### src/rtl/icache_mshr_alloc_ctrl_pkg.sv
// icache_mshr_alloc_ctrl_pkg: shared MSHR sizing, allocator defaults and index/count types.
package icache_mshr_alloc_ctrl_pkg;
   localparam int ENTRY_NUM    = 8;
   localparam int IDX_W        = $clog2(ENTRY_NUM);
   localparam int PF_MAX_DEF   = 2;
   localparam int DMD_KEEP_DEF = 1;
   typedef logic [IDX_W-1:0] mshr_idx_t;
   typedef logic [IDX_W:0]   mshr_cnt_t;
endpackage

### src/rtl/icache_mshr_alloc_ctrl_if.sv
// icache_mshr_alloc_ctrl_if: request, grant, release and status signals of the MSHR allocator.
interface icache_mshr_alloc_ctrl_if;
   import icache_mshr_alloc_ctrl_pkg::*;
   logic      flush;
   logic      dmd_req_vld;
   logic      dmd_req_rdy;
   logic      pf_req_vld;
   logic      pf_req_rdy;
   mshr_idx_t alloc_idx;
   logic      alloc_is_pf;
   logic      free_vld;
   mshr_idx_t free_idx;
   mshr_cnt_t free_cnt;
   logic      full;
   logic      err_dbl_free;
   modport master (
      output flush, dmd_req_vld, pf_req_vld, free_vld, free_idx,
      input  dmd_req_rdy, pf_req_rdy, alloc_idx, alloc_is_pf, free_cnt, full, err_dbl_free
   );
   modport slave (
      input  flush, dmd_req_vld, pf_req_vld, free_vld, free_idx,
      output dmd_req_rdy, pf_req_rdy, alloc_idx, alloc_is_pf, free_cnt, full, err_dbl_free
   );
endinterface

### src/rtl/icache_mshr_alloc_ctrl_lead_one.sv
// icache_mshr_alloc_ctrl_lead_one: index of the lowest set bit of a mask, plus any-set flag.
module icache_mshr_alloc_ctrl_lead_one #(
   parameter int W  = 8,
   parameter int BW = $clog2(W)
) (
   input  logic [W-1:0]  mask,
   output logic [BW-1:0] bin,
   output logic          vld
);
   assign vld = |mask;
   always_comb begin
      bin = '0;
      for (int i = W - 1; i >= 0; i--) if (mask[i]) bin = BW'(i);
   end
endmodule

### src/rtl/icache_mshr_alloc_ctrl.sv
// icache_mshr_alloc_ctrl: MSHR free list shared by demand misses (priority) and capped prefetch,
// holding one pre-reserved free entry so every grant is immediate.
module icache_mshr_alloc_ctrl
   import icache_mshr_alloc_ctrl_pkg::*;
#(
   parameter int PF_MAX   = PF_MAX_DEF,
   parameter int DMD_KEEP = DMD_KEEP_DEF
) (
   input logic                      clk,
   input logic                      rst_n,
   icache_mshr_alloc_ctrl_if.slave  bus
);
   logic [ENTRY_NUM-1:0] busy, pf_own, rsv_oh, pick_mask;
   mshr_idx_t            rsv_idx, pick_idx;
   logic                 rsv_vld, pick_vld, err;
   mshr_cnt_t            pf_cnt, free_cnt;
   logic                 dmd_gnt, pf_gnt, gnt, free_ok, free_pf;
   // the reserved entry is not busy yet, so it must be masked out of the next pick
   assign rsv_oh    = rsv_vld ? ENTRY_NUM'(1) << rsv_idx : '0;
   assign pick_mask = ~busy & ~rsv_oh;
   icache_mshr_alloc_ctrl_lead_one #(.W(ENTRY_NUM)) u_pick (
      .mask (pick_mask),
      .bin  (pick_idx),
      .vld  (pick_vld)
   );
   assign bus.dmd_req_rdy  = rsv_vld & ~bus.flush;
   assign bus.pf_req_rdy   = rsv_vld & ~bus.flush & ~bus.dmd_req_vld
                           & (pf_cnt < mshr_cnt_t'(PF_MAX)) & (free_cnt > mshr_cnt_t'(DMD_KEEP));
   assign dmd_gnt          = bus.dmd_req_vld & bus.dmd_req_rdy;
   assign pf_gnt           = bus.pf_req_vld & bus.pf_req_rdy;
   assign gnt              = dmd_gnt | pf_gnt;
   assign free_ok          = bus.free_vld & busy[bus.free_idx];
   assign free_pf          = free_ok & pf_own[bus.free_idx];
   assign bus.alloc_idx    = rsv_idx;
   assign bus.alloc_is_pf  = rsv_vld & ~bus.dmd_req_vld;
   assign bus.free_cnt     = free_cnt;
   assign bus.full         = free_cnt == '0;
   assign bus.err_dbl_free = err;
   always_ff @(posedge clk or negedge rst_n) begin
      if (!rst_n) begin
         busy     <= '0;
         pf_own   <= '0;
         rsv_vld  <= 1'b0;
         rsv_idx  <= '0;
         pf_cnt   <= '0;
         free_cnt <= mshr_cnt_t'(ENTRY_NUM);
         err      <= 1'b0;
      end else if (bus.flush) begin
         busy     <= '0;
         pf_own   <= '0;
         rsv_vld  <= 1'b0;
         pf_cnt   <= '0;
         free_cnt <= mshr_cnt_t'(ENTRY_NUM);
         err      <= 1'b0;
      end else begin
         if (free_ok) begin
            busy[bus.free_idx]   <= 1'b0;
            pf_own[bus.free_idx] <= 1'b0;
         end
         if (gnt) begin
            busy[rsv_idx]   <= 1'b1;
            pf_own[rsv_idx] <= pf_gnt;
         end
         if (!rsv_vld || gnt) begin
            rsv_vld <= pick_vld;
            rsv_idx <= pick_idx;
         end
         pf_cnt   <= pf_cnt + mshr_cnt_t'(pf_gnt) - mshr_cnt_t'(free_pf);
         free_cnt <= free_cnt + mshr_cnt_t'(free_ok) - mshr_cnt_t'(gnt);
         err      <= bus.free_vld & ~busy[bus.free_idx];
      end
   end
endmodule

### src/flat_wrapper.sv
// flat-port wrapper written by rule: the top's interface ports become plain ports
module icache_mshr_alloc_ctrl_flat import icache_mshr_alloc_ctrl_pkg::*;
#(
   parameter int PF_MAX   = PF_MAX_DEF,
   parameter int DMD_KEEP = DMD_KEEP_DEF
)
  (clk, rst_n, bus_flush, bus_dmd_req_vld, bus_pf_req_vld, bus_free_vld, bus_free_idx, bus_dmd_req_rdy, bus_pf_req_rdy, bus_alloc_idx, bus_alloc_is_pf, bus_free_cnt, bus_full, bus_err_dbl_free);
  icache_mshr_alloc_ctrl_if bus_i ();
  input logic clk;
  input logic rst_n;
  input wire logic [$bits(bus_i.flush)-1:0] bus_flush;
  input wire logic [$bits(bus_i.dmd_req_vld)-1:0] bus_dmd_req_vld;
  input wire logic [$bits(bus_i.pf_req_vld)-1:0] bus_pf_req_vld;
  input wire logic [$bits(bus_i.free_vld)-1:0] bus_free_vld;
  input wire logic [$bits(bus_i.free_idx)-1:0] bus_free_idx;
  output wire logic [$bits(bus_i.dmd_req_rdy)-1:0] bus_dmd_req_rdy;
  output wire logic [$bits(bus_i.pf_req_rdy)-1:0] bus_pf_req_rdy;
  output wire logic [$bits(bus_i.alloc_idx)-1:0] bus_alloc_idx;
  output wire logic [$bits(bus_i.alloc_is_pf)-1:0] bus_alloc_is_pf;
  output wire logic [$bits(bus_i.free_cnt)-1:0] bus_free_cnt;
  output wire logic [$bits(bus_i.full)-1:0] bus_full;
  output wire logic [$bits(bus_i.err_dbl_free)-1:0] bus_err_dbl_free;
  assign bus_i.flush = bus_flush;
  assign bus_i.dmd_req_vld = bus_dmd_req_vld;
  assign bus_i.pf_req_vld = bus_pf_req_vld;
  assign bus_i.free_vld = bus_free_vld;
  assign bus_i.free_idx = bus_free_idx;
  assign bus_dmd_req_rdy = bus_i.dmd_req_rdy;
  assign bus_pf_req_rdy = bus_i.pf_req_rdy;
  assign bus_alloc_idx = bus_i.alloc_idx;
  assign bus_alloc_is_pf = bus_i.alloc_is_pf;
  assign bus_free_cnt = bus_i.free_cnt;
  assign bus_full = bus_i.full;
  assign bus_err_dbl_free = bus_i.err_dbl_free;
  icache_mshr_alloc_ctrl #(.PF_MAX(PF_MAX), .DMD_KEEP(DMD_KEEP)) u_core (.clk(clk), .rst_n(rst_n), .bus(bus_i));
endmodule
### config.mk
export PLATFORM = sky130hd
export DESIGN_NAME = icache_mshr_alloc_ctrl_flat
export DESIGN_NICKNAME = d
export VERILOG_FILES = /design/src/rtl/icache_mshr_alloc_ctrl_pkg.sv /design/src/rtl/icache_mshr_alloc_ctrl_if.sv /design/src/rtl/icache_mshr_alloc_ctrl_lead_one.sv /design/src/rtl/icache_mshr_alloc_ctrl.sv /design/src/flat_wrapper.sv
export SDC_FILE = /design/constraint.sdc
export NUM_CORES = 1
export LEC_CHECK = 0
export ABC_AREA = 1
export CELL_PAD_IN_SITES_DETAIL_PLACEMENT = 0
export CELL_PAD_IN_SITES_GLOBAL_PLACEMENT = 1
export CORE_MARGIN = 5
export CORE_UTILIZATION = 35
export DETAILED_ROUTE_END_ITERATION = 8
export DONT_BUFFER_PORTS = 1
export PLACE_DENSITY_LB_ADDON = 0.1
export SYNTH_ARGS = -nofsm -noshare
export SYNTH_HDL_FRONTEND = slang
export SYNTH_SLANG_ARGS = --single-unit
### constraint.sdc
create_clock -name clk -period 3 [get_ports clk]
set_input_delay 0.6 -clock clk [delete_from_list [all_inputs] [get_ports clk]]
set_output_delay 0.6 -clock clk [all_outputs]
set_load 0.03 [all_outputs]
==> impl_metrics.toml <==
[timing]
final_max_slew_viol_count = 0
fmax_ghz = 0.371
setup_tns_ns = 0
finalClockSkew_ns = 0.00655
rsz0062_at_grt = "no"
period_needed_ns = 2.69
relSlewSlack_pct = 63.7
max_slew.worst_pin.slew_ns = 0.543
finalCritPeriodShare_pct = 89.8
finalHoldViolations = 0
final-setup-viol-count = 0
whs_ns = 0.134

[floorplan]
start_util_pct = 36.7
num_rows = 27
fp.dieH_um = 86.4
die_x_um = 86.4
dieArea_mm2 = 0.00747
io_pins = 21
coreArea_mm2 = 0.00557

[logic_synthesis]
syn_inst = 269
synth-edff-count = 0
synth_nets = 290
syn_avg_cell_area_um2 = 7.60
yosysWarnings = 0
ys_seq_area_share_pct = 35.6
syn_area_mm2 = 0.00204
ys.flop_type = "dfrtp_1"
ys_ff_latch = 29
synthArstFlopShare_pct = 100
netlist-cell-type-count = 35

[routing]
wl_um = 4940
vias = 1657
vias_per_cell = 4.78
drt_iter0_drc = 98
drtPass1Iterations = 4
postRouteAntennaNets = 0
wire_per_inst_um = 14.2
drc_errors = 0

[setup_path]
reg2reg_depth = 12
reg2reg_from = "u_core.bus.free_cnt[3]"
cp-startpoint = "u_core.bus.free_cnt[3]"
path_max_fanout = 17
rrSetupSlack_ns = 0.31
arrival_ns = 2.90
critPathRequiredTime_ns = 3.21
endpoint = "u_core.bus.free_cnt[3]"
critPathLaunchType = "flop"
rr_endpoint = "u_core.bus.free_cnt[3]"
cp-end-kind = "flop"
setup.worst_path.class = "reg -> reg"

[placed_design]
numPortBuffers = 0
hpwl_um = 3650
place.gp.congestion = 0.765
place_area_mm2 = 0.00211

[final_layout]
final_net_count = 295
layout_common_cells = "nand2_1, inv_1, dfrtp_1"
multi_input_comb_area_mm2 = 0.00107
antennaDiodeCount = 0
fin_area_mm2 = 0.00223
area_delta_synth_final_pct = 9.25
regArea_um2 = 727
utilization_pct = 40.0
final_common_cell = "nand2_1"
fill_cells = 609
drive_gt1_share_pct = 14.2

[clock_network]
h-tree-depth = 2
cts_max_path_buffers = 2
cts.sinks = 29
cts_tree = "yes"
clockRootBuffer = "clkbuf_8"
post_cts_resized = 0
cts_buffers = 5
clock_latency_ns = 0.28
clk_pin_slew_worst_paths_ns = 0.07

[global_routing]
grt_pass1_vias = 1672
antenna_found_initial = 0
gr-total-overflow = 0
grt_start_max_net_pins = 30
grt_pass1_wl_um = 8600
grt_usage_pct = 14.7

[hold_path]
hp-class = "in -> async"

[pwr]
p_leak_nw = 1.03
power.density_mw_per_mm2 = 490
ir_drop_uv = 312
finalPower_w = 0.00109

[run]
maxCapViolCount = 0

[run_status]
status = "finished clean"
==> metrics by stage <==
step           std cells  setup slack [ns]
5_1_grt              347             0.108
4_1_cts              346             0.256
6_report             347             0.305
3_3_place_gp         338             0.364
3_5_place_dp         338             0.279
2_1_floorplan        269             0.424
==> routing by layer <==
metal,GRT usage (%),vias up,part of all wire (%)
met2,22.8,23,45
met1,20.5,760,49
li1,-,867,-
met4,4.53,0,1.6
met3,3.04,7,3.9
met5,0,-,0
==> registers in the layout (all words and copies together) (netlist names) <==
| name | cells |
|---|---|
| u_core.bus.err_dbl_free | 1 |
| u_core.bus.free_cnt | 4 |
| u_core.busy | 8 |
| u_core.pf_cnt | 4 |
| u_core.pf_own | 8 |
| u_core.rsv_vld | 1 |
| u_core.bus.alloc_idx | 3 |
==> cell usage after synthesis (all sizes together), types with 2 or more instances <==
cell type   n  area, um2
inv        52        195
o22ai       2       12.5
xnor2       2       17.5
a21oi      25        159
nand4       3       33.8
clkbuf      2       7.51
fa          2       40.0
nand2      69        288
nor2       15       63.8
nor3        7       35.0
ha         10        125
dfrtp      28        701
nand3      20        135
a21o        2       15.0
buf         4       37.5
a21boi      4       30.0
o21ai      14       70.1
==> how the worst min path moves through the flow <==
stage / startpoint / to / slack [ns] / cells past startpoint
floorplan: rst_n / u_core.bus.alloc_idx[0] / 0.30 / 0
global placement: rst_n / u_core.bus.alloc_idx[1] / 0.31 / 0
detailed placement: rst_n / u_core.bus.alloc_idx[0] / 0.31 / 0
CTS: rst_n / u_core.bus.alloc_idx[0] / 0.004 / 0
global route: rst_n / u_core.rsv_vld / 0.13 / 1
finish: rst_n / u_core.rsv_vld / 0.13 / 1
==> worst max-delay path, stage by stage (launching register included) <==
cell and delay (ns):
dfstp_2 0.63, inv_1 0.07, ha_1 0.21, a21oi_2 0.20, nand4_4 0.13, nand2_4 0.21, ha_1 0.18, inv_1 0.06
ha_1 0.28, a21o_1 0.18, a21oi_1 0.15, xor2_1 0.08, or2_2 0.27
==> timing repair <==
item / 4_1_cts / 5_1_grt
buffers inserted: 0 / 0
hold buffers: 0 / 1
endpoints found under the hold margin: 0 / 28
==> where the power goes <==
group	leakage [nW]	internal (W)	switching, W
registers	0.394	0.000422	0.0000589
logic	0.587	0.0000913	0.000159
clock network	0.0542	0.000207	0.000154
total	1.03	0.000721	0.000372
==> cells by family (layout without fill, tap and decap cells) <==
kind of cell               after synthesis  in the layout  share of synthesized area [%]
DFF                                     29             29                           35.6
xor gates and xnor gates                 3              3                           1.29
buffers and inverters                   59             65                           11.9
adders and majority gates               12             12                           8.08
AOI/OAI and AO/OA                       49             49                           14.7
and+or+nand+nor                        117            117                           28.4
==> final cells by class <==
class / count / area share, %
multi-input combinational: 181 / 48.0
clock inverter: 1 / 0.224
inverter: 53 / 8.91
timing repair buffer: 4 / 1.91
clock buffer: 7 / 4.32
sequential: 29 / 32.6
tap: 72 / 4.04
No activity file was read; power rests on OpenSTA's default activity.
